### src/rtl/imem_writer_pkg.sv
// Shared processor definitions: instruction kinds, field widths and the
// major-opcode constants used by both the encoder and the decoder.
package imem_writer_pkg;

    localparam int unsigned REG_W  = 2;
    localparam int unsigned OP_W   = 3;
    localparam int unsigned IMM_W  = 8;
    localparam int unsigned WORD_W = 16;
    localparam int unsigned KIND_W = 3;

    typedef enum logic [KIND_W-1:0] {
        KIND_NOP  = 3'd0,
        KIND_HALT = 3'd1,
        KIND_CALR = 3'd2,
        KIND_CALI = 3'd3,
        KIND_LIL  = 3'd4,
        KIND_LIH  = 3'd5,
        KIND_LM   = 3'd6,
        KIND_SM   = 3'd7
    } instr_kind_t;

    // Major opcodes occupy word bits 15..13; LIL and LIH share one and
    // differ only in bit 12.
    localparam logic [2:0] MAJ_CALR = 3'b000;
    localparam logic [2:0] MAJ_CALI = 3'b001;
    localparam logic [2:0] MAJ_LI   = 3'b010;
    localparam logic [2:0] MAJ_LM   = 3'b100;
    localparam logic [2:0] MAJ_SM   = 3'b101;

    localparam int unsigned LI_HI_BIT    = 12;
    localparam int unsigned CALR_TAG_BIT = 2;

    localparam logic [WORD_W-1:0] WORD_NOP  = 16'h0000;
    localparam logic [WORD_W-1:0] WORD_HALT = 16'h0001;

endpackage

### src/rtl/imem_writer_enc.sv
// Combinational instruction encoder: instruction kind plus fields to the
// 16-bit instruction word; fields a kind does not use are ignored.
module instr_enc
    import imem_writer_pkg::*;
(
    input  logic [KIND_W-1:0] kind,
    input  logic [REG_W-1:0]  rw,
    input  logic [REG_W-1:0]  ra,
    input  logic [REG_W-1:0]  rb,
    input  logic [OP_W-1:0]   op,
    input  logic              o,
    input  logic [IMM_W-1:0]  im,
    output logic [WORD_W-1:0] word
);

    always_comb begin
        word = '0;
        case (instr_kind_t'(kind))
            KIND_NOP:  word = WORD_NOP;
            KIND_HALT: word = WORD_HALT;
            KIND_CALR: begin
                word[15:13]        = MAJ_CALR;
                word[11:10]        = rw;
                word[9:8]          = ra;
                word[6:4]          = op;
                word[CALR_TAG_BIT] = 1'b1;
                word[1:0]          = rb;
            end
            KIND_CALI: word = {MAJ_CALI, o, rw, ra, im};
            KIND_LIL:  word = {MAJ_LI, 1'b0, rw, rb, im};
            KIND_LIH: begin
                word            = {MAJ_LI, 1'b0, rw, rb, im};
                word[LI_HI_BIT] = 1'b1;
            end
            KIND_LM:   word = {MAJ_LM, o, rw, ra, im};
            KIND_SM:   word = {MAJ_SM, o, rb, ra, im};
            default:   word = '0;
        endcase
    end

endmodule

### src/rtl/imem_writer.sv
// Program loader: accepts instruction beats, encodes them and writes them to
// consecutive instruction-memory addresses until HALT or memory is full.
module imem_writer
    import imem_writer_pkg::*;
#(
    parameter int unsigned IMEM_AW = 8
) (
    input  logic                clk,
    input  logic                rst_n,
    input  logic                start,
    input  logic                in_valid,
    output logic                in_ready,
    input  logic [KIND_W-1:0]   in_kind,
    input  logic [REG_W-1:0]    in_rw,
    input  logic [REG_W-1:0]    in_ra,
    input  logic [REG_W-1:0]    in_rb,
    input  logic [OP_W-1:0]     in_op,
    input  logic                in_o,
    input  logic [IMM_W-1:0]    in_im,
    output logic                imem_we,
    output logic [IMEM_AW-1:0]  imem_adr,
    output logic [WORD_W-1:0]   imem_wd,
    output logic                busy,
    output logic                done,
    output logic [IMEM_AW:0]    count,
    output logic                err
);

    localparam logic [1:0] ST_IDLE  = 2'd0;
    localparam logic [1:0] ST_RUN   = 2'd1;
    localparam logic [1:0] ST_DRAIN = 2'd2;
    localparam logic [1:0] ST_DONE  = 2'd3;

    localparam logic [IMEM_AW-1:0] PTR_ONE = 1;
    localparam logic [IMEM_AW:0]   CNT_ONE = 1;

    logic [1:0]          state;
    logic [IMEM_AW-1:0]  wr_ptr;
    logic [WORD_W-1:0]   enc_word;
    logic                accept;
    logic                is_halt;
    logic                last_slot;

    instr_enc u_enc (
        .kind (in_kind),
        .rw   (in_rw),
        .ra   (in_ra),
        .rb   (in_rb),
        .op   (in_op),
        .o    (in_o),
        .im   (in_im),
        .word (enc_word)
    );

    assign in_ready  = (state == ST_RUN);
    assign busy      = (state == ST_RUN) || (state == ST_DRAIN);
    assign done      = (state == ST_DONE);
    assign accept    = in_valid && in_ready;
    assign is_halt   = (in_kind == KIND_HALT);
    assign last_slot = &wr_ptr;

    // The write port is a pure register stage: a beat accepted on one edge
    // appears on imem_* for exactly the following cycle.
    always_ff @(posedge clk or negedge rst_n) begin
        if (!rst_n) begin
            state    <= ST_IDLE;
            wr_ptr   <= '0;
            imem_we  <= 1'b0;
            imem_adr <= '0;
            imem_wd  <= '0;
            count    <= '0;
            err      <= 1'b0;
        end else begin
            imem_we <= accept;
            if (accept) begin
                imem_adr <= wr_ptr;
                imem_wd  <= enc_word;
                count    <= count + CNT_ONE;
                if (!last_slot) begin
                    wr_ptr <= wr_ptr + PTR_ONE;
                end
                if (last_slot && !is_halt) begin
                    err <= 1'b1;
                end
            end

            case (state)
                ST_IDLE, ST_DONE: begin
                    if (start) begin
                        state  <= ST_RUN;
                        wr_ptr <= '0;
                        count  <= '0;
                        err    <= 1'b0;
                    end
                end
                ST_RUN: begin
                    // Filling the last slot ends the load even without HALT,
                    // so the pointer never wraps onto address 0.
                    if (accept && (is_halt || last_slot)) begin
                        state <= ST_DRAIN;
                    end
                end
                ST_DRAIN: state <= ST_DONE;
                default:  state <= ST_IDLE;
            endcase
        end
    end

endmodule

### config.mk
export PLATFORM = sky130hd
export DESIGN_NAME = imem_writer
export DESIGN_NICKNAME = d
export VERILOG_FILES = /design/src/rtl/imem_writer_pkg.sv /design/src/rtl/imem_writer_enc.sv /design/src/rtl/imem_writer.sv
export SDC_FILE = /design/constraint.sdc
export NUM_CORES = 1
export LEC_CHECK = 0
export ABC_AREA = 1
export CAP_MARGIN = 40
export CORE_MARGIN = 8
export CORE_UTILIZATION = 47
export DETAILED_ROUTE_END_ITERATION = 8
export PLACE_DENSITY = 0.89
export RECOVER_POWER = 50
export SLEW_MARGIN = 20
export SYNTH_ARGS = -nofsm -noshare
export SYNTH_HDL_FRONTEND = slang
export SYNTH_SLANG_ARGS = --single-unit
### constraint.sdc
create_clock -name clk -period 1.52 [get_ports clk]
set_input_delay 0.38 -clock clk [delete_from_list [all_inputs] [get_ports clk]]
set_output_delay 0.38 -clock clk [all_outputs]
set_load 0.05 [all_outputs]
==> results.cfg <==
[power]
swShare = 0.441
ir_drop_mv = 2.30
p_leak_nw = 1.66
internal_power_mw = 3.55
p_seq_frac = 0.288
p_total_mw = 6.35
comb_power_share = 0.564
clockPowerShare = 0.149
switchingPower_mw = 2.80
p_per_area_nw_per_um2 = 1880

[timing]
fin_crit_ps = 1610
holdWs_ps = 192
finClkSkew_ps = 4.11
slew_headroom = 0.370
tightest_slew_ps = 945
fmax_mhz = 621
report.final.setup_viol = 2
finalHoldViolations = 0
rsz0062_at_grt = true
period_share = 1.06
drv_slew = 0
setup_ws_ps = -91.5

[final_layout]
layout-drive-gt1-share = 0.262
area_delta_synth_final_pct = 55.1
fillers = 281
diodes = 0
nNetsFinal = 375
fin_util = 0.764

[run_status]
status = finished, violations left
failed_checks = setup timing

[floorplanning]
start_util = 0.493
die_w_um = 84.0
die_h_um = 84.0
dieArea_sq_um = 7060
num_rows = 24
core-area_sq_um = 4410
ioPinCount = 63

[drt]
dr.pass1.iters = 4
drc = 0
wl_per_cell_um = 16.2
detail-route-antenna-nets = 0
wl_um = 6460
dr.first_iter.drc_count = 117
avgViaCountPerCell = 5.32
vias = 2123

[yosys]
synthDistinctLibCells = 29
yosysSeqAreaShare = 0.518
ys_ff_latch = 45
syn_avg_cell_area_sq_um = 8.33
syn_inst = 261
yosys_warnings = 0
synthesis.nets = 290
netlist_area_sq_um = 2170

[grt]
grt_pass1_vias = 2232
overflow = 0
grt_max_degree = 30
grt_pass1_wl_um = 10600
antenna_found_initial = 0
grtUsageTotal = 0.182

[cts]
cts_buffers = 5
cts_hold_buf = 0
clockRootBuffer = clkbuf_8
path_clk_slew_ps = 80
cts.path.max_buffers = 2
cts.sinks = 45
cts_max_level = 2
cts_tree = yes
clkLatencyLatePin_ps = 300

[worst_setup_path]
worst-path-max-fanout = 3
worstPathRequired_ps = 1140
cp-end-kind = output port
critPathTopFamily = flip-flops
path_buf_inv = 3
slowest_stage = dfrtp_1
cp.arrival_ps = 1230
startpoint_type = flop
crit_type = flop to output port
path_cells = inv_2 > ha_4 > inv_4 > buf_12
max_stage_delay_ps = 420

[placed_design]
io_buffers = 62
dp_hpwl_um = 4660
place.gp.congestion = 0.803

[job]
max_cap_viol_count = 0

[min_path]
hp-class = input pin to async pin
## worst paths after layout
kind	start	end	slack, ps	cells after the start
max reg2reg	state[1]	count[7]	0	10
min in group clk	imem_wd[14]	imem_wd[14]	490	2
min	rst_n	imem_wd[12]	190	1
min reg2reg	imem_wd[14]	imem_wd[14]	490	2
max in group asynchronous	rst_n	count[1]	280	2
max	state[1]	busy	-90	4
## per-stage QoR
stage	std cells	instance area [sq um]	worst slack [ps]	setup TNS (ps)
final	399	3370	-91.5	-164
after global routing	399	3370	-143	-468
after CTS	399	3510	-73.6	-123
after detailed placement	387	3360	-201	-4330
after global placement	387	3360	-165	-2860
after floorplan	261	2190	-6.54	-6.54
## layer usage
layer / vias up / track usage / part of all wire
met4: 0 / 0.0644 / 0.015
met3: 11 / 0.0674 / 0.088
met1: 1018 / 0.215 / 0.43
met2: 87 / 0.292 / 0.47
met5: - / 0 / 0
li1: 1007 / - / -
## what timing repair did
action / CTS / global route
pin swaps: 1 / 9
setup endpoints to repair: 3 / 17
gates resized for setup: 4 / 15
buffers inserted: 4 / 0
## cell usage after synthesis
master | number | area share
a21oi_1 | 11 | 0.025
a22o_1 | 1 | 0.0040
a31oi_1 | 4 | 0.012
buf_2 | 4 | 0.0092
buf_4 | 1 | 0.0035
buf_6 | 1 | 0.0052
clkbuf_1 | 1 | 0.0017
dfrtp_1 | 45 | 0.52
ha_1 | 4 | 0.023
inv_1 | 26 | 0.045
inv_2 | 1 | 0.0017
nand2_1 | 86 | 0.15
nand2_2 | 2 | 0.0058
nand3_1 | 15 | 0.035
nand4_1 | 3 | 0.0086
nand4_4 | 1 | 0.0098
nor2_1 | 19 | 0.033
nor2_2 | 2 | 0.0058
nor2_4 | 1 | 0.0052
nor2_8 | 1 | 0.0092
nor3_1 | 4 | 0.0092
nor3_4 | 1 | 0.0075
nor3b_1 | 1 | 0.0035
o211ai_1 | 3 | 0.010
o21ai_0 | 17 | 0.039
o21bai_2 | 1 | 0.0052
o31ai_1 | 1 | 0.0035
or2_2 | 2 | 0.0058
xor2_1 | 2 | 0.0081
## kinds of logic (layout without fill, tap and decap cells)
family	count (synthesis)	count (layout)	share of synthesized area
simple gates	138	138	0.286
buf+inv	34	120	0.0662
xor+xnor	2	2	0.00806
fa+ha+maj	4	4	0.0230
compound gates	38	38	0.0990
flops	45	45	0.518
## power by group through the flow
stage | sequential (mW) | clock, mW | combinational [mW]
CTS | 1.87 | 0.953 | 3.83
floorplan | 2.61 | 0 | 1.08
finish | 1.83 | 0.943 | 3.58
detailed placement | 1.89 | 0 | 3.66
global placement | 1.88 | 0 | 3.58
global route | 1.87 | 1.00 | 3.81
## flip-flops by register name, summed over array words and instances (netlist names)
| register | flops |
|---|---|
| state | 2 |
| wr_ptr | 8 |
| imem_we | 1 |
| err | 1 |
| imem_adr | 8 |
| count | 9 |
| imem_wd | 16 |
## cell usage in the layout, fill, tap and decap left out, types with 6 or more instances in the layout
master,netlist,layout
clkdlybuf4s50_1,0,22
buf_4,1,20
buf_12,0,26
clkbuf_2,0,12
clkbuf_8,0,6
nand2_1,86,85
a21oi_1,11,11
inv_1,26,24
nand3_1,15,15
nor2_1,19,18
dfrtp_1,45,44
o21ai_0,17,16
## area by class of cell
class	count	area (sq um)	area share
Sequential cell	45	1130	0.334
Timing Repair Buffer	85	997	0.296
Multi-Input combinational cell	182	960	0.285
Inverter	27	106	0.0315
Clock buffer	7	86.3	0.0256
Tap cell	52	65.1	0.0193
Clock inverter	1	30.0	0.00891
Note: power is estimated with default switching activity, not from simulation.
